## src/rtl/input_conditioner.sv

```systemverilog
// input_conditioner
//
// Conditions raw board pins (push-buttons, slide switches) for the SoC.
// Each channel is synchronised into the clk_i domain through a
// SYNC_STAGES-deep flop chain, then debounced: a synchronised value that
// differs from the accepted level must persist for the debounce threshold
// of consecutive cycles before it becomes the new level. An accepted change
// emits a registered one-cycle rise or fall pulse, coincident with the first
// cycle of the new level.
//
// Parameters:
//   WIDTH           number of independent channels
//   SYNC_STAGES     synchroniser depth (>= 2)
//   DEBOUNCE_CYCLES consecutive cycles a change must hold (>= 1)
//
// Ports:
//   clk_i       system clock
//   arst_i      asynchronous active-high reset
//   raw_i       unsynchronised pin levels
//   level_o     debounced level per channel
//   rise_o      one-cycle pulse on an accepted 0->1 transition
//   fall_o      one-cycle pulse on an accepted 1->0 transition
//   any_rise_o  OR of rise_o, registered so it lines up with rise_o
//
// Build option:
//   INPUT_CONDITIONER_SIM_FAST_EN  when defined, the threshold is
//   min(DEBOUNCE_CYCLES, 4) so full-SoC simulations do not wait for
//   hundreds of thousands of cycles. Ports and behaviour are otherwise
//   unchanged.

module input_conditioner #(
  parameter int WIDTH           = 17,
  parameter int SYNC_STAGES     = 2,
  parameter int DEBOUNCE_CYCLES = 250000
) (
  input  logic             clk_i,
  input  logic             arst_i,
  input  logic [WIDTH-1:0] raw_i,
  output logic [WIDTH-1:0] level_o,
  output logic [WIDTH-1:0] rise_o,
  output logic [WIDTH-1:0] fall_o,
  output logic             any_rise_o
);

  // Counter is sized for the full DEBOUNCE_CYCLES even in fast mode, so the
  // register layout does not depend on the build option.
  localparam int CNT_W = $clog2(DEBOUNCE_CYCLES + 1);

`ifdef INPUT_CONDITIONER_SIM_FAST_EN
  localparam int THRESH = (DEBOUNCE_CYCLES < 4) ? DEBOUNCE_CYCLES : 4;
`else
  localparam int THRESH = DEBOUNCE_CYCLES;
`endif

  // Counter value on the edge that completes THRESH consecutive mismatches.
  localparam logic [CNT_W-1:0] CNT_LAST = CNT_W'(THRESH - 1);

  logic [WIDTH-1:0] sync_q [SYNC_STAGES];
  logic [WIDTH-1:0] sync_d [SYNC_STAGES];
  logic [WIDTH-1:0] s;
  logic [WIDTH-1:0] level_q, level_d;
  logic [WIDTH-1:0] rise_q,  rise_d;
  logic [WIDTH-1:0] fall_q,  fall_d;
  logic             any_rise_q, any_rise_d;
  logic [CNT_W-1:0] cnt_q [WIDTH];
  logic [CNT_W-1:0] cnt_d [WIDTH];

  // Synchroniser shift: stage 0 samples the pin, later stages follow.
  always_comb begin
    sync_d[0] = raw_i;
    for (int k = 1; k < SYNC_STAGES; k++) begin
      sync_d[k] = sync_q[k-1];
    end
  end

  assign s = sync_q[SYNC_STAGES-1];

  // Debounce and pulse generation. A mismatch that returns to the stable
  // level before the threshold simply clears the counter.
  always_comb begin
    level_d = level_q;
    rise_d  = {WIDTH{1'b0}};
    fall_d  = {WIDTH{1'b0}};
    for (int i = 0; i < WIDTH; i++) begin
      cnt_d[i] = cnt_q[i];
    end
    for (int i = 0; i < WIDTH; i++) begin
      if (s[i] == level_q[i]) begin
        cnt_d[i] = {CNT_W{1'b0}};
      end else if (cnt_q[i] == CNT_LAST) begin
        level_d[i] = s[i];
        cnt_d[i]   = {CNT_W{1'b0}};
        rise_d[i]  = s[i];
        fall_d[i]  = ~s[i];
      end else begin
        cnt_d[i] = cnt_q[i] + CNT_W'(1);
      end
    end
    any_rise_d = |rise_d;
  end

  // State registers with asynchronous reset.
  always_ff @(posedge clk_i or posedge arst_i) begin
    if (arst_i) begin
      for (int k = 0; k < SYNC_STAGES; k++) begin
        sync_q[k] <= {WIDTH{1'b0}};
      end
      for (int i = 0; i < WIDTH; i++) begin
        cnt_q[i] <= {CNT_W{1'b0}};
      end
      level_q    <= {WIDTH{1'b0}};
      rise_q     <= {WIDTH{1'b0}};
      fall_q     <= {WIDTH{1'b0}};
      any_rise_q <= 1'b0;
    end else begin
      for (int k = 0; k < SYNC_STAGES; k++) begin
        sync_q[k] <= sync_d[k];
      end
      for (int i = 0; i < WIDTH; i++) begin
        cnt_q[i] <= cnt_d[i];
      end
      level_q    <= level_d;
      rise_q     <= rise_d;
      fall_q     <= fall_d;
      any_rise_q <= any_rise_d;
    end
  end

  assign level_o    = level_q;
  assign rise_o     = rise_q;
  assign fall_o     = fall_q;
  assign any_rise_o = any_rise_q;

endmodule

```

## config.mk

```make
export PLATFORM = sky130hd
export DESIGN_NAME = input_conditioner
export DESIGN_NICKNAME = d
export VERILOG_FILES = /design/src/rtl/input_conditioner.sv
export SDC_FILE = /design/constraint.sdc
export NUM_CORES = 1
export LEC_CHECK = 0
export CAP_MARGIN = 10
export CORE_MARGIN = 2
export CORE_UTILIZATION = 30
export CTS_CLUSTER_DIAMETER = 200
export DETAILED_ROUTE_END_ITERATION = 6
export SLEW_MARGIN = 0
export SYNTH_ARGS = -nofsm -noshare
export SYNTH_HDL_FRONTEND = slang
export SYNTH_SLANG_ARGS = --single-unit
```

## constraint.sdc

```tcl
create_clock -name clk_i -period 18.15 [get_ports clk_i]
set_input_delay 3.63 -clock clk_i [delete_from_list [all_inputs] [get_ports clk_i]]
set_output_delay 3.63 -clock clk_i [all_outputs]
set_load 0.005 [all_outputs]
```

==> impl_metrics.ini <==
[status]
status = finished clean

[clocking]
clock_latency_ps = 590
post_cts_resized = 0
cts_sinks = 392
htreeDepth = 2
clk_path_buf_depth = 3
numCtsBuffers = 45
post_cts_buffers = 0
cts_tree = done
clk_pin_slew_ps = 60
hold_buffers = 0
cts_root_buffer = clkbuf_16

[global_routing]
antenna_found_initial = 1
grt-ovfl-total = 0
grt_pass1_vias = 12300
grt_max_degree = 131
grt_usage_pct = 11.7
grt_pass1_wl_um = 59400

[sta]
hold_violations = 0
fin_worst_skew_ps = 14.9
slew_violations = 0
slew_headroom_pct = 35.7
setup_total_negative_slack_ps = 0
rsz0062_at_grt = no
worst_pin_slew_ps = 965
fin_crit_ps = 5810
finalCritPeriodShare_pct = 32.0
fmax_mhz = 172
finalSetupViolations = 0
holdWs_ps = 347

[drt]
top_layer = met4
met2_length_um = 15900
wl_met1_um = 16600
firstDrtPassIters = 5
met3_length_um = 1470
ant_nets = 0
finalWirelength_um = 34800
post-route-drc-count = 0
wl_per_cell_um = 13.3
vias_per_cell = 4.65
drt_iter0_markers = 662
vias = 12100

[power]
p_seq_share_pct = 47.3
cellPowerDensity_mw_per_mm2 = 91.5
max-vdd-ir-drop_v = 0.0000612
p_comb_share_pct = 2.6
internal-power_mw = 1.48
p_sw_mw = 0.420
switching_share_pct = 22.1
pwr-share-clk_pct = 50.1
p_leak_nw = 8.62

[layout]
final_cell_mix = dfrtp_1, nor2_1, xnor2_1, nand2_1, xor2_1
area_delta_synth_final_pct = 17.8
drive_gt1_share_pct = 5.91
nets = 1845
antennaDiodeCount = 0
final_common_cell = dfrtp_1
fin_cells = 2608
final_area_mm2 = 0.0208

[logic_synthesis]
syn_nets = 1746
netlist.area_leader.share_pct = 55.7
synthFlopType = dfrtp_1
avgSynthCellArea_um2 = 10.3
synth_area_leaders = dfrtp_1, xnor2_1, nor2_1
synth-edff-count = 0
ys_ff_latch = 392
ys_seq_area_share_pct = 55.7
syn_area_mm2 = 0.0176
ys_warn_count = 0
synth_cell_types = 44
yosysTopAreaCell = dfrtp_1
ys_async_sr_fraction_pct = 100
syn-instance-count = 1710

[critical_path]
path_buf_inv = 4
critPathMaxStageDelay_ps = 780
r2r_setup_slack_ps = 15760
cpMaxStageDelayCell = buf_4
crit_fanout = 130
r2r_cells = 5
path_cells = clkdlybuf4s50_1, inv_8, buf_4, buf_4
crit_arrival_ps = 6400
reg2reg_to = any_rise_o
startpoint = arst_i
crit_path_start_kind = input port
path_class = input port to asynchronous set/reset pin
cp-end-kind = asynchronous set/reset pin
regToRegStartpoint = cnt_q[96]
critPathTopFamily = buffers and inverters
required_ps = 18740
critPathMostFrequentCell = buf_4

[hold_path]
whs_endpoint = s[13]
hold_class = register to register
holdPathStages = 0
hp-start = sync_d[13]

[floorplanning]
dieWidth_um = 246
ios = 71
coreArea_mm2 = 0.0579
dieArea_mm2 = 0.0607
die_h_um = 246
rows = 88
start_util_pct = 30.4

[placed_design]
placed_cells = 2527
hpwl_um = 22900
placed_area_mm2 = 0.0192
place_congestion = 0.785
portBuffers = 70

[flow_run]
cap_viol_max_count = 0
-- layer usage --
| metal | GRT usage (%) | vias to the layer above |
|---|---|---|
| met5 | 0 | - |
| met2 | 19.1 | 145 |
| met4 | 3.97 | 0 |
| li1 | - | 5978 |
| met3 | 2.52 | 55 |
| met1 | 15.5 | 5950 |
-- worst max-delay path by stage --
| stage | to | slack (ps) | depth (start not counted) |
|---|---|---|---|
| global placement | sync_d[16] | 11650 | 4 |
| CTS | cnt_q[9] | 12230 | 4 |
| floorplan | any_rise_o | 3620 | 1 |
| detailed placement | s[2] | 11590 | 4 |
| finish | sync_d[2] | 12340 | 4 |
| global route | sync_d[2] | 11860 | 4 |
-- synthesized netlist by cell type (9+ instances only) --
| cell | count |
|---|---|
| ha_1 | 17 |
| and3_1 | 66 |
| clkbuf_1 | 9 |
| nor2_1 | 355 |
| nor4_1 | 47 |
| xor2_1 | 113 |
| nand3_1 | 100 |
| xnor2_1 | 176 |
| nor3_1 | 55 |
| and4_1 | 17 |
| dfrtp_1 | 392 |
| nand4_1 | 57 |
| nand2_1 | 128 |
| nor3b_1 | 17 |
| inv_1 | 38 |
| nor4b_1 | 14 |
-- cell type report --
cell class / instances / area, µm²
clock buffer: 57 / 1220
timing repair buffer: 78 / 761
inverter: 38 / 150
multi-input combinational: 1254 / 7530
clock inverter: 24 / 339
sequential: 392 / 9810
fill: 5744 / 37100
tap: 765 / 957
-- state kept, by name (all words and copies together) (netlist names) --
register	flops
cnt_q	306
fall_o	17
level_o	17
rise_o	17
s	17
sync_d	17
any_rise_o	1
-- cells by family (layout without fill, tap and decap cells) --
group	Yosys count	in the layout	synth area share, %
compound gates	12	12	0.433
xor+xnor	289	289	14.4
fa+ha+maj	17	17	1.21
buf+inv	64	197	1.70
flops	392	392	55.7
mux	5	5	0.319
simple gates	931	931	26.3
-- per-stage QoR --
stage	utilization [%]	worst slack, ps	power (mW)
3_3_place_gp	33.2	11650	0.964
3_5_place_dp	33.2	11590	0.966
6_report	35.9	12340	1.90
2_1_floorplan	-	3620	0.949
4_1_cts	35.9	12230	1.94
5_1_grt	35.9	11860	1.98
-- worst register-to-register path: stages, from the launching register on --
cell and delay (ps):
dfrtp_1 420, or4b_1 510, or3_1 360, nor4_2 710
nor4_1 180, nand4_1 140
-- power groups by stage --
stage | combinational (mW) | sequential, mW | clock (mW)
after global placement | 0.0502 | 0.914 | 0
after CTS | 0.0520 | 0.898 | 0.989
after floorplan | 0.0370 | 0.912 | 0
final | 0.0496 | 0.898 | 0.952
after detailed placement | 0.0516 | 0.914 | 0
after global routing | 0.0588 | 0.900 | 1.02
Note: power is estimated with default switching activity, not from simulation.
